**src/rtl/shift_exec.sv**
```systemverilog
// Single-stage shift/rotate unit with flags and a 2-entry in-order result buffer.
// Result and flags read as zero whenever the buffer is empty, including during reset.
module shift_exec #(
  parameter int WIDTH = 16,
  localparam int SEL = $clog2(WIDTH)
) (
  input  logic             clk,
  input  logic             rst_n,
  input  logic             in_valid,
  output logic             in_ready,
  input  logic [2:0]       op,
  input  logic [SEL-1:0]   amount,
  input  logic [WIDTH-1:0] operand,
  output logic             out_valid,
  input  logic             out_ready,
  output logic [WIDTH-1:0] result,
  output logic             carry,
  output logic             zero,
  output logic             negative,
  output logic             illegal
);

  localparam logic [2:0] OP_ROL = 3'b000;
  localparam logic [2:0] OP_ROR = 3'b001;
  localparam logic [2:0] OP_SHL = 3'b010;
  localparam logic [2:0] OP_SHR = 3'b011;
  localparam logic [2:0] OP_SRA = 3'b100;

  logic [2*WIDTH-1:0] rol_dbl;
  logic [2*WIDTH-1:0] ror_dbl;
  logic [SEL-1:0]     amt_neg;
  logic [SEL-1:0]     amt_m1;
  logic [WIDTH-1:0]   calc_result;
  logic               calc_carry;
  logic               calc_illegal;
  logic [WIDTH+3:0]   calc_entry;

  // Rotates use a doubled operand so amount 0 needs no special case.
  assign rol_dbl = {operand, operand} << amount;
  assign ror_dbl = {operand, operand} >> amount;
  assign amt_neg = SEL'(0) - amount;
  assign amt_m1  = amount - SEL'(1);

  always_comb begin
    calc_result  = operand;
    calc_carry   = 1'b0;
    calc_illegal = 1'b0;
    case (op)
      OP_ROL: begin
        calc_result = rol_dbl[2*WIDTH-1:WIDTH];
        calc_carry  = calc_result[0];
      end
      OP_ROR: begin
        calc_result = ror_dbl[WIDTH-1:0];
        calc_carry  = calc_result[WIDTH-1];
      end
      OP_SHL: begin
        calc_result = operand << amount;
        calc_carry  = operand[amt_neg];
      end
      OP_SHR: begin
        calc_result = operand >> amount;
        calc_carry  = operand[amt_m1];
      end
      OP_SRA: begin
        calc_result = WIDTH'($signed(operand) >>> amount);
        calc_carry  = operand[amt_m1];
      end
      default: calc_illegal = 1'b1;
    endcase
    if (amount == '0) calc_carry = 1'b0;
  end

  assign calc_entry = {calc_result, calc_carry, (calc_result == '0),
                       calc_result[WIDTH-1], calc_illegal};

  logic [WIDTH+3:0] entry_mem [2];
  logic             wr_ptr;
  logic             rd_ptr;
  logic [1:0]       count;
  logic             accept;
  logic             consume;

  assign in_ready  = (count < 2'd2);
  assign out_valid = (count > 2'd0);
  assign accept    = in_valid && in_ready;
  assign consume   = out_valid && out_ready;

  always_ff @(posedge clk or negedge rst_n) begin
    if (!rst_n) begin
      count  <= 2'd0;
      wr_ptr <= 1'b0;
      rd_ptr <= 1'b0;
    end else begin
      if (accept) wr_ptr <= ~wr_ptr;
      if (consume) rd_ptr <= ~rd_ptr;
      case ({accept, consume})
        2'b10:   count <= count + 2'd1;
        2'b01:   count <= count - 2'd1;
        default: count <= count;
      endcase
    end
  end

  // Payload needs no reset: it is only visible while count is non-zero.
  always_ff @(posedge clk) begin
    if (accept) entry_mem[wr_ptr] <= calc_entry;
  end

  assign {result, carry, zero, negative, illegal} =
    out_valid ? entry_mem[rd_ptr] : '0;

endmodule

```
**config.mk**
```make
export PLATFORM = sky130hd
export DESIGN_NAME = shift_exec
export DESIGN_NICKNAME = d
export VERILOG_FILES = /design/src/rtl/shift_exec.sv
export SDC_FILE = /design/constraint.sdc
export NUM_CORES = 1
export LEC_CHECK = 0
export ABC_AREA = 1
export CAP_MARGIN = 20
export CORE_MARGIN = 1.5
export CORE_UTILIZATION = 50
export CTS_BUF_LIST = sky130_fd_sc_hd__clkbuf_4 sky130_fd_sc_hd__clkbuf_8 sky130_fd_sc_hd__clkbuf_16
export CTS_CLUSTER_DIAMETER = 100
export DETAILED_ROUTE_END_ITERATION = 8
export PLACE_DENSITY = 0.81
export SYNTH_ARGS = -nofsm -noshare
export SYNTH_HDL_FRONTEND = slang
export SYNTH_SLANG_ARGS = --single-unit
```
**constraint.sdc**
```tcl
create_clock -name clk -period 2.7 [get_ports clk]
set_input_delay 0.27 -clock clk [delete_from_list [all_inputs] [get_ports clk]]
set_output_delay 0.27 -clock clk [all_outputs]
set_load 0.03 [all_outputs]
```
==> impl_results.md, run 1 <==
- Outcome: finished clean
- Worst Path Class, Setup: flip-flop to output port
- Final hold slack: 0.166 ns
- Post-detailed-route DRC marker count: 0
- Required time of the critical path: about 2.4 ns
- Most common cell after layout, fill and taps aside: nand2_1
- Area overhead of the layout relative to synthesis: 17.1%
- Final number of setup-violating endpoints: 0
- Clock network power share: 14.8%
- Share of layout cells above drive strength 1: between 7 and 8%
- Type of the most critical hold path: input pin to asynchronous set/reset pin
- Data arrival time of the critical path: 2.03 ns
- Port Buffer Count: 48
- Total wirelength of the detailed-routed design: between 10,000 and 15,000 µm
- Number of H-tree levels: 2
- Timing-limited maximum frequency: approximately 430 MHz
- Count of hold-fix buffers inserted at cts: 0
- Worst-skew pair later-pin latency: 0.29 ns
- Remaining number of nets flagged by the antenna check after routing: 0
- Clock period minus final worst setup slack: between 2 and 2.5 ns
- Logic pwr share: between 50% and 60%
- Switching Fraction: 44.4%
- Main flop type after synthesis: edfxtp_1
- Vias post-DR: 5,141
- Total overflow reported by the global router: 0
- Per-cell via count in the routed design: about 6
- Post-Route Setup TNS: 0 ns
- Synthesis warning total: 0
- Post-cts resize count: 0
- Final setup margin: 0.398 ns
- Crit. End Element: output port
- Count of flip-flops with a built-in enable after synthesis: 38
- Power dissipated by switching net loads: ~1.5 mW
- Worst-path cell with the longest stage delay: clkdlybuf4s50_1
- Number of synthesized register bits: 42
- Number of inserted diodes: 0
- Gate count of the mapped netlist: between 700 and 800
- Area of the die: around 9000 µm²
- Largest vdd supply drop: between 0.0003 and 0.0004 V
- Average detailed-routed wire length per instance: approximately 16 µm
- Overall power after layout: around 3.4 mW
- Sequential Power Share: 27.5%
- Count of TritonRoute iterations in the first routing pass: 5
- Fin nets: between 700 and 800
- Maximum buffer depth of the clock tree: 2
- Antenna violations before repair: 0
- CORE AREA: a little over 8000 µm²
- Initial Utilization: between 50% and 60%
- Setup Slack @ Placement: about 0.19 ns
- Clk Tree Root Cell: clkbuf_8
- First-pass GRT wire length: 22,600 µm
- TritonCTS clock tree: done
- Power Dens Cells: around 670 nW/µm²
- Number of buffers inserted to repair setup after CTS: 0
- Worst slew slack as a fraction of its limit: between 60% and 70%
- Number of endpoints with negative hold slack in the final report: 0
- Number of global-route vias before repair: roughly 4,800
- Measured slew at the worst slew-check pin: approximately 0.57 ns
- Fraction of the cycle the final worst path needs: a little under nine tenths
- Count of boundary I/O pins: 49
- CTS Sinks: 42
- Starting DRT DRC Count: 525
- Category of the worst setup path launch point: flip-flop
- Layout fillers: 802
- Largest net degree at the start of global routing: between 40 and 50
- Non-Filler Instances: roughly 850
- Maximum fanout count along the critical path: 19
- Gpl congestion: approximately 1.1
- Global Route Usage Sum: around 32%
- Placement row count: 33
- Fin Clk Skew: roughly 0.011 ns
- P_leak: 2.45 nW
- Fraction of synthesis flops using an asynchronous set or reset pin: 9.52%
- TritonCTS buffer count: 5
- Die Y-Extent: between 90 and 100 µm
- Mean Syn Cell Area: approximately 6.0 µm²
- Total count of max-transition violations in the final report: 0
- Distinct cells, synth: 35
- Post-synth design cell area: about 4200 µm²
- CTS clock-pin slew for the worst setup and hold paths: approximately 0.08 ns
- Post-synth net total: about 740
- Internal power: approximately 1.9 mW
- Delay contributed by the slowest stage of the critical path: approximately 0.60 ns
- Horizontal die dimension: about 95 µm
- Ordered cell list for the critical path: clkinv_1 -> nand2_1 -> a21oi_1 -> clkdlybuf4s50_1
- Total placed cells including tap cells: approximately 850
- Max-cap violation count: 0
- Detailed placement HPWL: 10,700 µm
- Unrepaired setup endpoints after global routing: no
- Commonest cells after routing, fill and taps aside: nand2_1 (275), nand3_1 (187), clkdlybuf4s50_1 (48)
- Post-synthesis sequential area ratio: 29.2%
==> registers in the layout, summed over array words and instances, names as in the netlist <==
name and flops:
count 2, entry_mem 38, rd_ptr 1, wr_ptr 1
==> path summary, 6_finish.rpt <==
kind | start | slack, ns | to | depth (start not counted)
setup reg to reg | count[0] | 0.95 | count[1] | 7
setup / recovery | rd_ptr | 0.40 | result[14] | 4
hold / removal | rst_n | 0.17 | count[0] | 1
hold reg to reg | count[0] | 0.55 | count[0] | 1
min in group clk | count[0] | 0.55 | count[0] | 1
max in group asynchronous | rst_n | 2.37 | wr_ptr | 1
==> power by group through the flow <==
stage               registers (mW)  clock network (mW)  logic, mW
CTS                          0.924               0.500       1.92
detailed placement           0.938                   0       1.91
global route                 0.936               0.532       2.09
finish                       0.923               0.498       1.93
global placement             0.930                   0       1.87
floorplan                    0.929                   0       1.22
==> cells in the mapped netlist (5+ instances only) <==
cell type / count / area [µm²]
o21ai_0: 5 / 25.0
a21oi_1: 30 / 150
inv_2: 5 / 18.8
nand2_2: 10 / 62.6
o21ai_1: 10 / 50.1
buf_2: 12 / 60.1
nand2_1: 275 / 1030
clkbuf_1: 12 / 45.0
nand3_1: 187 / 936
nor2_1: 22 / 82.6
or2_2: 10 / 62.6
buf_6: 5 / 56.3
inv_1: 46 / 173
buf_1: 5 / 18.8
edfxtp_1: 38 / 1140
==> per-layer routing <==
| layer | vias to the layer above | wire (µm) | GRT usage (%) |
|---|---|---|---|
| met4 | 0 | 892 | 21.8 |
| met1 | 2304 | 5480 | 42.0 |
| met5 | - | 0 | 0 |
| li1 | 2428 | - | - |
| met2 | 330 | 6150 | 49.1 |
| met3 | 79 | 1420 | 4.94 |
==> cells by family after synthesis <==
kind of cell	Yosys count	share of synthesized area, %
and+or+nand+nor	515	53.0
DFF	42	29.2
AOI/OAI and AO/OA	53	6.71
adders and majority gates	2	0.589
xor gates and xnor gates	6	1.24
buffers and inverters	89	9.25
==> worst max-delay path: cells and delay by family (launching register included) <==
kind | cells | cell delay (ns)
DFF | 1 | 0.35
AOI/OAI and AO/OA | 1 | 0.10
and+or+nand+nor | 1 | 0.23
buffers and inverters | 2 | 1.06
==> metrics by stage <==
stage	cell area (µm²)	util (%)
global placement	4860	59.2
global route	4970	60.5
finish	4970	60.5
detailed placement	4860	59.2
floorplan	4250	-
CTS	4970	60.5
==> cell type report <==
class | count | area, µm² | share of cell area [%]
inverters | 54 | 205 | 4.12
multi-input cells | 576 | 2620 | 52.6
repair buffers | 68 | 668 | 13.4
clock buffers | 7 | 83.8 | 1.69
well taps | 105 | 131 | 2.64
clock inverters | 1 | 30.0 | 0.604
flip-flops and latches | 42 | 1240 | 24.9
Note: power is estimated with default switching activity, not from simulation.
==> run 2: changes to the inputs <==
SLEW_MARGIN = 5   (was default)
==> results of run 2 <==
Same layout as run 1: the final DEF is identical, and so are final timing and power.
==> run 3: changes to the inputs <==
SETUP_SLACK_MARGIN = 0.5   (was default)
==> impl_results.md, run 3 (synthesis gave the netlist of run 1 again) <==
- Outcome: finished clean (unchanged)
- Worst Path Class, Setup: flip-flop to output port (unchanged)
- Area of the die: 9060 µm² (unchanged)
- P_leak: 2.69 nW (was 2.45 nW)
- Data arrival time of the critical path: 1.86 ns (was 2.03 ns)
- TritonCTS buffer count: 5 (unchanged)
- Sum of met3 wire segment lengths after detailed routing: 1570 µm (was 1420 µm)
- Worst-skew pair later-pin latency: 0.29 ns (about the same)
- Fin Clk Skew: 0.0109 ns (was 0.0108 ns)
- CTS Sinks: 42 (unchanged)
- Starting DRT DRC Count: 545 (was 525)
- Worst slew slack as a fraction of its limit: 72.9% (was 61.9%)
- Count of boundary I/O pins: 49 (unchanged)
- Average detailed-routed wire length per instance: 16.8 µm (was 16.3 µm)
- Crit. End Element: output port (unchanged)
- First-pass GRT wire length: 22,700 µm (was 22,600 µm)
- Gpl congestion: 1.09 (unchanged)
- Power Dens Cells: 653 nW/µm² (was 675 nW/µm²)
- Maximum buffer depth of the clock tree: 2 (unchanged)
- Fraction of the cycle the final worst path needs: 78.8% (was 85.3%)
- Maximum fanout count along the critical path: 20 (was 19)
- Largest vdd supply drop: 0.000350 V (was 0.000307 V)
- Highest metal used: met4 (unchanged)
- Unrepaired setup endpoints after global routing: yes (was no)
- CTS clock-pin slew for the worst setup and hold paths: 0.08 ns (about the same)
- Overall power after layout: 3.37 mW (was 3.36 mW)
- Layout fillers: 770 (was 802)
- Antenna violations before repair: 0 (unchanged)
- Per-cell via count in the routed design: 6.10 (was 6.03)
- Largest net degree at the start of global routing: 46 (unchanged)
- Metal-1 WL: 5570 µm (was 5480 µm)
- Placement row count: 33 (unchanged)
- Port Buffer Count: 48 (unchanged)
- Final number of setup-violating endpoints: 0 (unchanged)
- Remaining number of nets flagged by the antenna check after routing: 0 (unchanged)
- Detailed placement HPWL: 10,700 µm (unchanged)
- Timing-limited maximum frequency: 470 MHz (was 434 MHz)
- Number of H-tree levels: 2 (unchanged)
- Post-Route Setup TNS: 0 ns (unchanged)
- Register with the most flip-flops: entry_mem (unchanged)
- Clock period minus final worst setup slack: 2.13 ns (was 2.30 ns)
- Category of the worst setup path launch point: flip-flop (unchanged)
- TritonCTS clock tree: done (unchanged)
- Die Y-Extent: 95.2 µm (unchanged)
- Max-cap violation count: 0 (unchanged)
- Clk Tree Root Cell: clkbuf_8 (unchanged)
- Initial Utilization: 51.7% (unchanged)
- Flop-to-flop setup slack: 0.95 ns (about the same)
- Number of global-route vias before repair: 4,837 (was 4,820)
- CORE AREA: 8220 µm² (unchanged)
- Total wirelength of the detailed-routed design: 14,400 µm (was 13,900 µm)
- Global Route Usage Sum: 32.3% (about the same)
- Post-detailed-route DRC marker count: 0 (unchanged)
- Commonest cells after routing, fill and taps aside: nand2_1 (260), nand3_1 (186), inv_1 (45) (was nand2_1 (275), nand3_1 (187), clkdlybuf4s50_1 (48))
- Number of inserted diodes: 0 (unchanged)
- Area overhead of the layout relative to synthesis: 21.4% (was 17.1%)
- Horizontal die dimension: 95.2 µm (unchanged)
- Number of endpoints with negative hold slack in the final report: 0 (unchanged)
- Number of flip-flops under the largest register name: 38 (unchanged)
- Most common cell after layout, fill and taps aside: nand2_1 (unchanged)
- Total overflow reported by the global router: 0 (unchanged)
- Measured slew at the worst slew-check pin: 0.406 ns (was 0.567 ns)
- Count of TritonRoute iterations in the first routing pass: 5 (unchanged)
- Required time of the critical path: 2.43 ns (about the same)
- Fin nets: 779 (was 776)
- Total count of max-transition violations in the final report: 0 (unchanged)
- Share of layout cells above drive strength 1: 11.7% (was 7.75%)
- Registers with the most flip-flops: entry_mem (38), count (2) (unchanged)
- Type of the most critical hold path: input pin to asynchronous set/reset pin (unchanged)
- Routed length on met2: 6270 µm (was 6150 µm)
- Vias post-DR: 5,218 (was 5,141)
-- run 3: worst paths after layout --
path,startpoint,endpoint,cells after the start
max,rd_ptr,result[10],4
min,rst_n,count[0],1
max reg2reg,count[0],count[1],7
min reg2reg,count[0],count[0],1
max in group asynchronous,rst_n,wr_ptr,1
min in group clk,count[0],count[0],1
-- run 3: critical path, cell delays in order (launching register included) --
cell	delay, ns
dfrtp_1	0.36
buf_4	0.25
nand2_1	0.09
a21oi_1	0.16
clkdlybuf4s50_1	0.69
-- run 3: through the flow --
stage	worst slack [ns]	util, %	cell area, µm²	std cells	hold WS (ns)
2_1_floorplan	0.517	-	4250	707	-0.0256
3_3_place_gp	0.194	59.2	4860	845	0.482
3_5_place_dp	0.192	59.2	4860	845	0.485
4_1_cts	0.509	60.7	4980	853	0.172
5_1_grt	0.469	62.8	5160	856	0.176
6_report	0.572	62.8	5160	856	0.167
-- run 3: layer usage --
layer	vias to the layer above	global-route usage, %
met5	-	0
met4	0	21.8
met3	84	4.94
met1	2330	42.0
met2	369	49.4
li1	2435	-
-- run 3: where the power goes --
group          total, mW  internal (mW)  switching (mW)  leakage (nW)
Clock              0.499          0.297           0.202        0.0593
Sequential         0.924          0.879          0.0450         0.399
Combinational       1.95          0.686            1.26          2.23
-- run 3: area by class of cell --
class                           count  area [µm²]  share of cell area (%)
Clock inverter                      1        30.0                   0.582
Inverter                           54         221                    4.29
Sequential cell                    42        1240                    24.1
Tap cell                          105         131                    2.55
Timing Repair Buffer               71         757                    14.7
Clock buffer                        7        83.8                    1.63
Multi-Input combinational cell    576        2690                    52.2
-- run 3: what timing repair did --
action / 4_1_cts / 5_1_grt
hold buffers: 0 / 0
resized for setup: 3 / 51
endpoints found under the setup margin: 24 / 20
buffers inserted: 0 / 1
gates cloned: 0 / 2
==> variant 1 (flow settings as in run 2) <==
Reset style: synchronous (`rst_n`), changed in one clocked block.
--- a/src/rtl/shift_exec.sv
+++ b/src/rtl/shift_exec.sv
@@ -86,7 +86,7 @@
   assign accept    = in_valid && in_ready;
   assign consume   = out_valid && out_ready;
 
-  always_ff @(posedge clk or negedge rst_n) begin
+  always_ff @(posedge clk) begin
     if (!rst_n) begin
       count  <= 2'd0;
       wr_ptr <= 1'b0;
Check against the original RTL: differs if rst_n is asserted again (counterexample within 4 cycles, from zero or initial values and one cycle with rst_n low); with rst_n held inactive, the same outputs for 10 cycles.
==> variant 1 against run 2 <==
Total power fell by 11%; fmax decreased by 6.6%; synthesized area increased by 0.53%; die area rose by 0.52%; synthesized cell count fell by 0.85%; sequential cell count rose by 1; final area increased by 2.7%; worst setup slack got worse by 0.16 ns; routed wire length increased by 11%; worst hold slack improved by 0.30 ns; combinational power is 23% lower; critical endpoint is now result[12].
==> variant 1: results (changes against run 2) <==
met3 WL post-DR 1280 µm (-9.5%); Critical Path AT 2.20 ns (+0.17 ns); asr flop ratio synth 0% (-9.5 points); r2r endpoint count[1]$_SDFFE_PN0P_; vias in the first global route 4831 (+0.23%); Overall Global Routing Usage 35.2% (+3.0 points); fmax 0.406 GHz (-6.6%); largest net degree at the start of global routing 48 (+4.3%); metal2 WL 7120 µm (+16%); Tightest Hold Check Type flop to flop; Net Count, Synth 730 (-0.82%); P_leak 0.00250 µW (+2.3%); Placer Congestion 1.02 (-6.2%); Min Hold Slack 0.466 ns (+0.300 ns); Synth Area in Adders 0.586% (-0.0031 points); dpl cell area 4970 µm² (+2.3%); Peak supply drop 0.442 mV (+44%); met3 Resource Use GR 5.10% (+0.16 points); FF-to-FF path depth 11 (+4); Post-synth top cells nand2_1 (256), nand3_1 (194), inv_1 (49); dpl ws 0.0325 ns (-0.160 ns); top post-synthesis cells by area edfxtp_1 (27%), nand3_1 (23%), nand2_1 (22%), inv_1 (4.3%), a21oi_1 (3.6%); CP endpoint result[12]; vias 5210 (+1.3%); Slew @ Worst Pin 0.609 ns (+0.0419 ns); wl on met1 6460 µm (+18%); layout cell share with drive strength beyond 1 8.26% (+0.50 points); register-to-register setup slack 0.90 ns (-0.05 ns); reg-to-reg startpoint count[0]$_SDFFE_PN0P_; Synth Area in XOR/XNOR 0.410% (-0.83 points); Critical Path Max Stage Delay 0.63 ns (+0.03 ns); M1 GR Usage 46.9% (+4.9 points); clk_skew 0.00424 ns (-0.00654 ns); final WL 15500 µm (+11%); status completed; post-DP HPWL 11700 µm (+9.7%); met2 usage 56.7% (+7.6 points); nets 779 (+0.39%)
==> variant 1: cell count changes after synthesis, moves of 4 or more <==
cell     change
dfrtp_1      -4
dfxtp_1      +5
inv_2        -4
nand2_1     -19
nand2_2      -6
nand2_4      +6
nand3_1      +7
nor2_1       +7
o21ai_0      +7
o21ai_1      -7
==> variant 1: area by class of cell <==
cell class                 count  area [µm²]
clock inverter                 2        60.1
multi-input combinational    570        2630
clock buffer                   6        76.3
timing repair buffer          77         761
tap                          105         131
inverter                      53         204
sequential                    43        1240
fill                         794        3150
==> variant 1: metrics by stage <==
step | total power [µW] | std cells
floorplan | 1820 | 701
detailed placement | 2370 | 848
finish | 2990 | 856
global placement | 2350 | 848
CTS | 2980 | 856
global route | 3150 | 856
==> variant 1: power by group <==
group          switching [µW]  leakage (µW)  internal [µW]
registers                43.0      0.000401            849
logic                     973       0.00203            520
clock network             228     0.0000688            380
==> variant 2 (flow settings as in run 2) <==
Without the edit above. The parameter `WIDTH` goes from 16 to 8.
--- a/src/rtl/shift_exec.sv
+++ b/src/rtl/shift_exec.sv
@@ -1,7 +1,7 @@
 // Single-stage shift/rotate unit with flags and a 2-entry in-order result buffer.
 // Result and flags read as zero whenever the buffer is empty, including during reset.
 module shift_exec #(
-  parameter int WIDTH = 16,
+  parameter int WIDTH = 8,
   localparam int SEL = $clog2(WIDTH)
 ) (
   input  logic             clk,
Ports: changed (resized amount, operand and result); port bits go from 49 to 32. No check against the original RTL was run, so the function may have changed too.
==> variant 2 against run 2 <==
Sequential cell count down 16; final cell count down 53%; final area down 48%; sequential share of layout area up 4.7 points; critical path type unchanged; routed wire length down 60%; worst setup slack worse by 0.093 ns; total power down 44%; synthesized area down 49%.
==> variant 2: results (changes against run 2) <==
dpl ws 0.223 ns (+0.0312 ns); met3 Resource Use GR 2.60% (-2.3 points); IO Port Bufs 31 (-35%); area share of the largest cell type after synthesis 30.4% (+3.6 points); biggest regs entry_mem: 22 flops, count: 2 flops; Slew Limit Headroom 70.6% (+8.7 points); Slew Viols, Final 0 (unchanged); Synth Warn # 0 (unchanged); top post-synthesis cells by area edfxtp_1 (30%), nand2_1 (21%), nand3_1 (12%), dfrtp_1 (4.6%), nor2_1 (4.3%); Distinct cells, synth 32 (-8.6%); Final min period 2.40 ns (+0.0928 ns); Initial DRC Count 151 (-71%); final WL 5510 µm (-60%); Placer Congestion 1.04 (-4.5%); M1 GR Usage 31.6% (-10 points); mean number of vias per cell 5.41 (-10%); Critical Path AT 2.13 ns (+0.10 ns); post-synthesis sequential area ratio 35.0% (+5.8 points); number of flops mapped to enable cells by yosys 22 (-42%); CTS resizes 0 (unchanged); largest net degree at the start of global routing 24 (-48%); Worst-Skew Late Latency 0.27 ns (-0.02 ns); final setup fails 0 (unchanged); root buf cell clkbuf_8; number of CTS-inserted buffers 3 (-2); nets 375 (-52%); critical path fanouts, max 13 (-6); post-DP HPWL 4390 µm (-59%); clk_skew 0.00673 ns (-0.00406 ns); status completed; number of fill cells 362 (-55%); number of diodes 0 (unchanged); # Post-CTS Setup Buffers 0 (unchanged); CTS clk-pin slew, worst paths 0.08 ns (about the same); Net Count, Synth 344 (-53%); register-to-register setup slack 1.05 ns (+0.10 ns); Tightest Hold Check Type input pin to asynchronous set/reset pin; vias in the first global route 1888 (-61%); asr flop ratio synth 15.4% (+5.9 points); layout cell share with drive strength beyond 1 9.35% (+1.6 points); Post-synth top cells nand2_1 (124), nand3_1 (52), nor2_1 (25); P_leak 0.00121 µW (-51%); Peak supply drop 0.315 mV (+2.5%); first-pass GRT wire length 8800 µm (-61%); met2 usage 44.5% (-4.6 points); Overall Global Routing Usage 25.2% (-7.1 points); H-Tree Depth 1 (-1); initial antenna violation count 0 (unchanged); TritonRoute pass-1 iters 5 (unchanged); clk buf depth 2 (unchanged)
==> variant 2: worst max-delay path, cell delays in order, from the launching register on <==
cell,delay (ns)
dfrtp_1,0.55
inv_1,0.33
nand2_1,0.10
a21oi_1,0.17
clkdlybuf4s50_1,0.71
==> variant 2: logic make-up (layout without fill, tap and decap cells) <==
family / Yosys count / after routing / synth area share [%]
and+or+nand+nor: 220 / 220 / 45.2
AOI/OAI and AO/OA: 35 / 35 / 8.47
buffers and inverters: 35 / 65 / 7.90
DFF: 26 / 26 / 35.0
xor gates and xnor gates: 4 / 4 / 1.61
adders and majority gates: 3 / 3 / 1.73
==> variant 2: report_power, final <==
part	switching, µW	leakage [µW]	internal (µW)
Combinational	637	0.000928	398
Clock	110	0.0000262	115
Sequential	61.9	0.000251	547
==> variant 2: path summary, 6_finish.rpt <==
check | from | endpoint | depth (start not counted)
worst max-delay path | rd_ptr$_DFFE_PN0P_ | result[0] | 4
worst min-delay path | rst_n | rd_ptr$_DFFE_PN0P_ | 1
worst max register to register | count[0]$_DFFE_PN0P_ | count[1]$_DFFE_PN0P_ | 7
worst min register to register | count[0]$_DFFE_PN0P_ | count[0]$_DFFE_PN0P_ | 1
max in group asynchronous | rst_n | wr_ptr$_DFFE_PN0P_ | 1
min in group clk | count[0]$_DFFE_PN0P_ | count[0]$_DFFE_PN0P_ | 1
==> variant 2: through the flow <==
| step | instances | hold WS, ns | instance area [µm²] | utilization (%) |
|---|---|---|---|---|
| 4_1_cts | 403 | 0.201 | 2570 | 62.8 |
| 6_report | 403 | 0.204 | 2570 | 62.8 |
| 5_1_grt | 403 | 0.218 | 2570 | 62.8 |
| 3_3_place_gp | 399 | 0.490 | 2520 | 61.6 |
| 2_1_floorplan | 323 | -0.0256 | 2170 | - |
| 3_5_place_dp | 399 | 0.487 | 2520 | 61.6 |
==> variant 2: cell type report <==
| class | instances | area, µm² | area share (%) |
|---|---|---|---|
| sequential | 26 | 761 | 29.6 |
| inverter | 22 | 85.1 | 3.32 |
| clock buffer | 4 | 48.8 | 1.90 |
| tap | 50 | 62.6 | 2.44 |
| multi-input combinational | 262 | 1240 | 48.3 |
| timing repair buffer | 39 | 370 | 14.4 |
==> variant 2: layer usage <==
metal	up-vias	part of all wire, %	routed length [µm]
li1	1125	-	-
met1	969	42	2330
met2	74	49	2690
met3	12	6.4	351
met4	0	2.5	140
met5	-	0	0
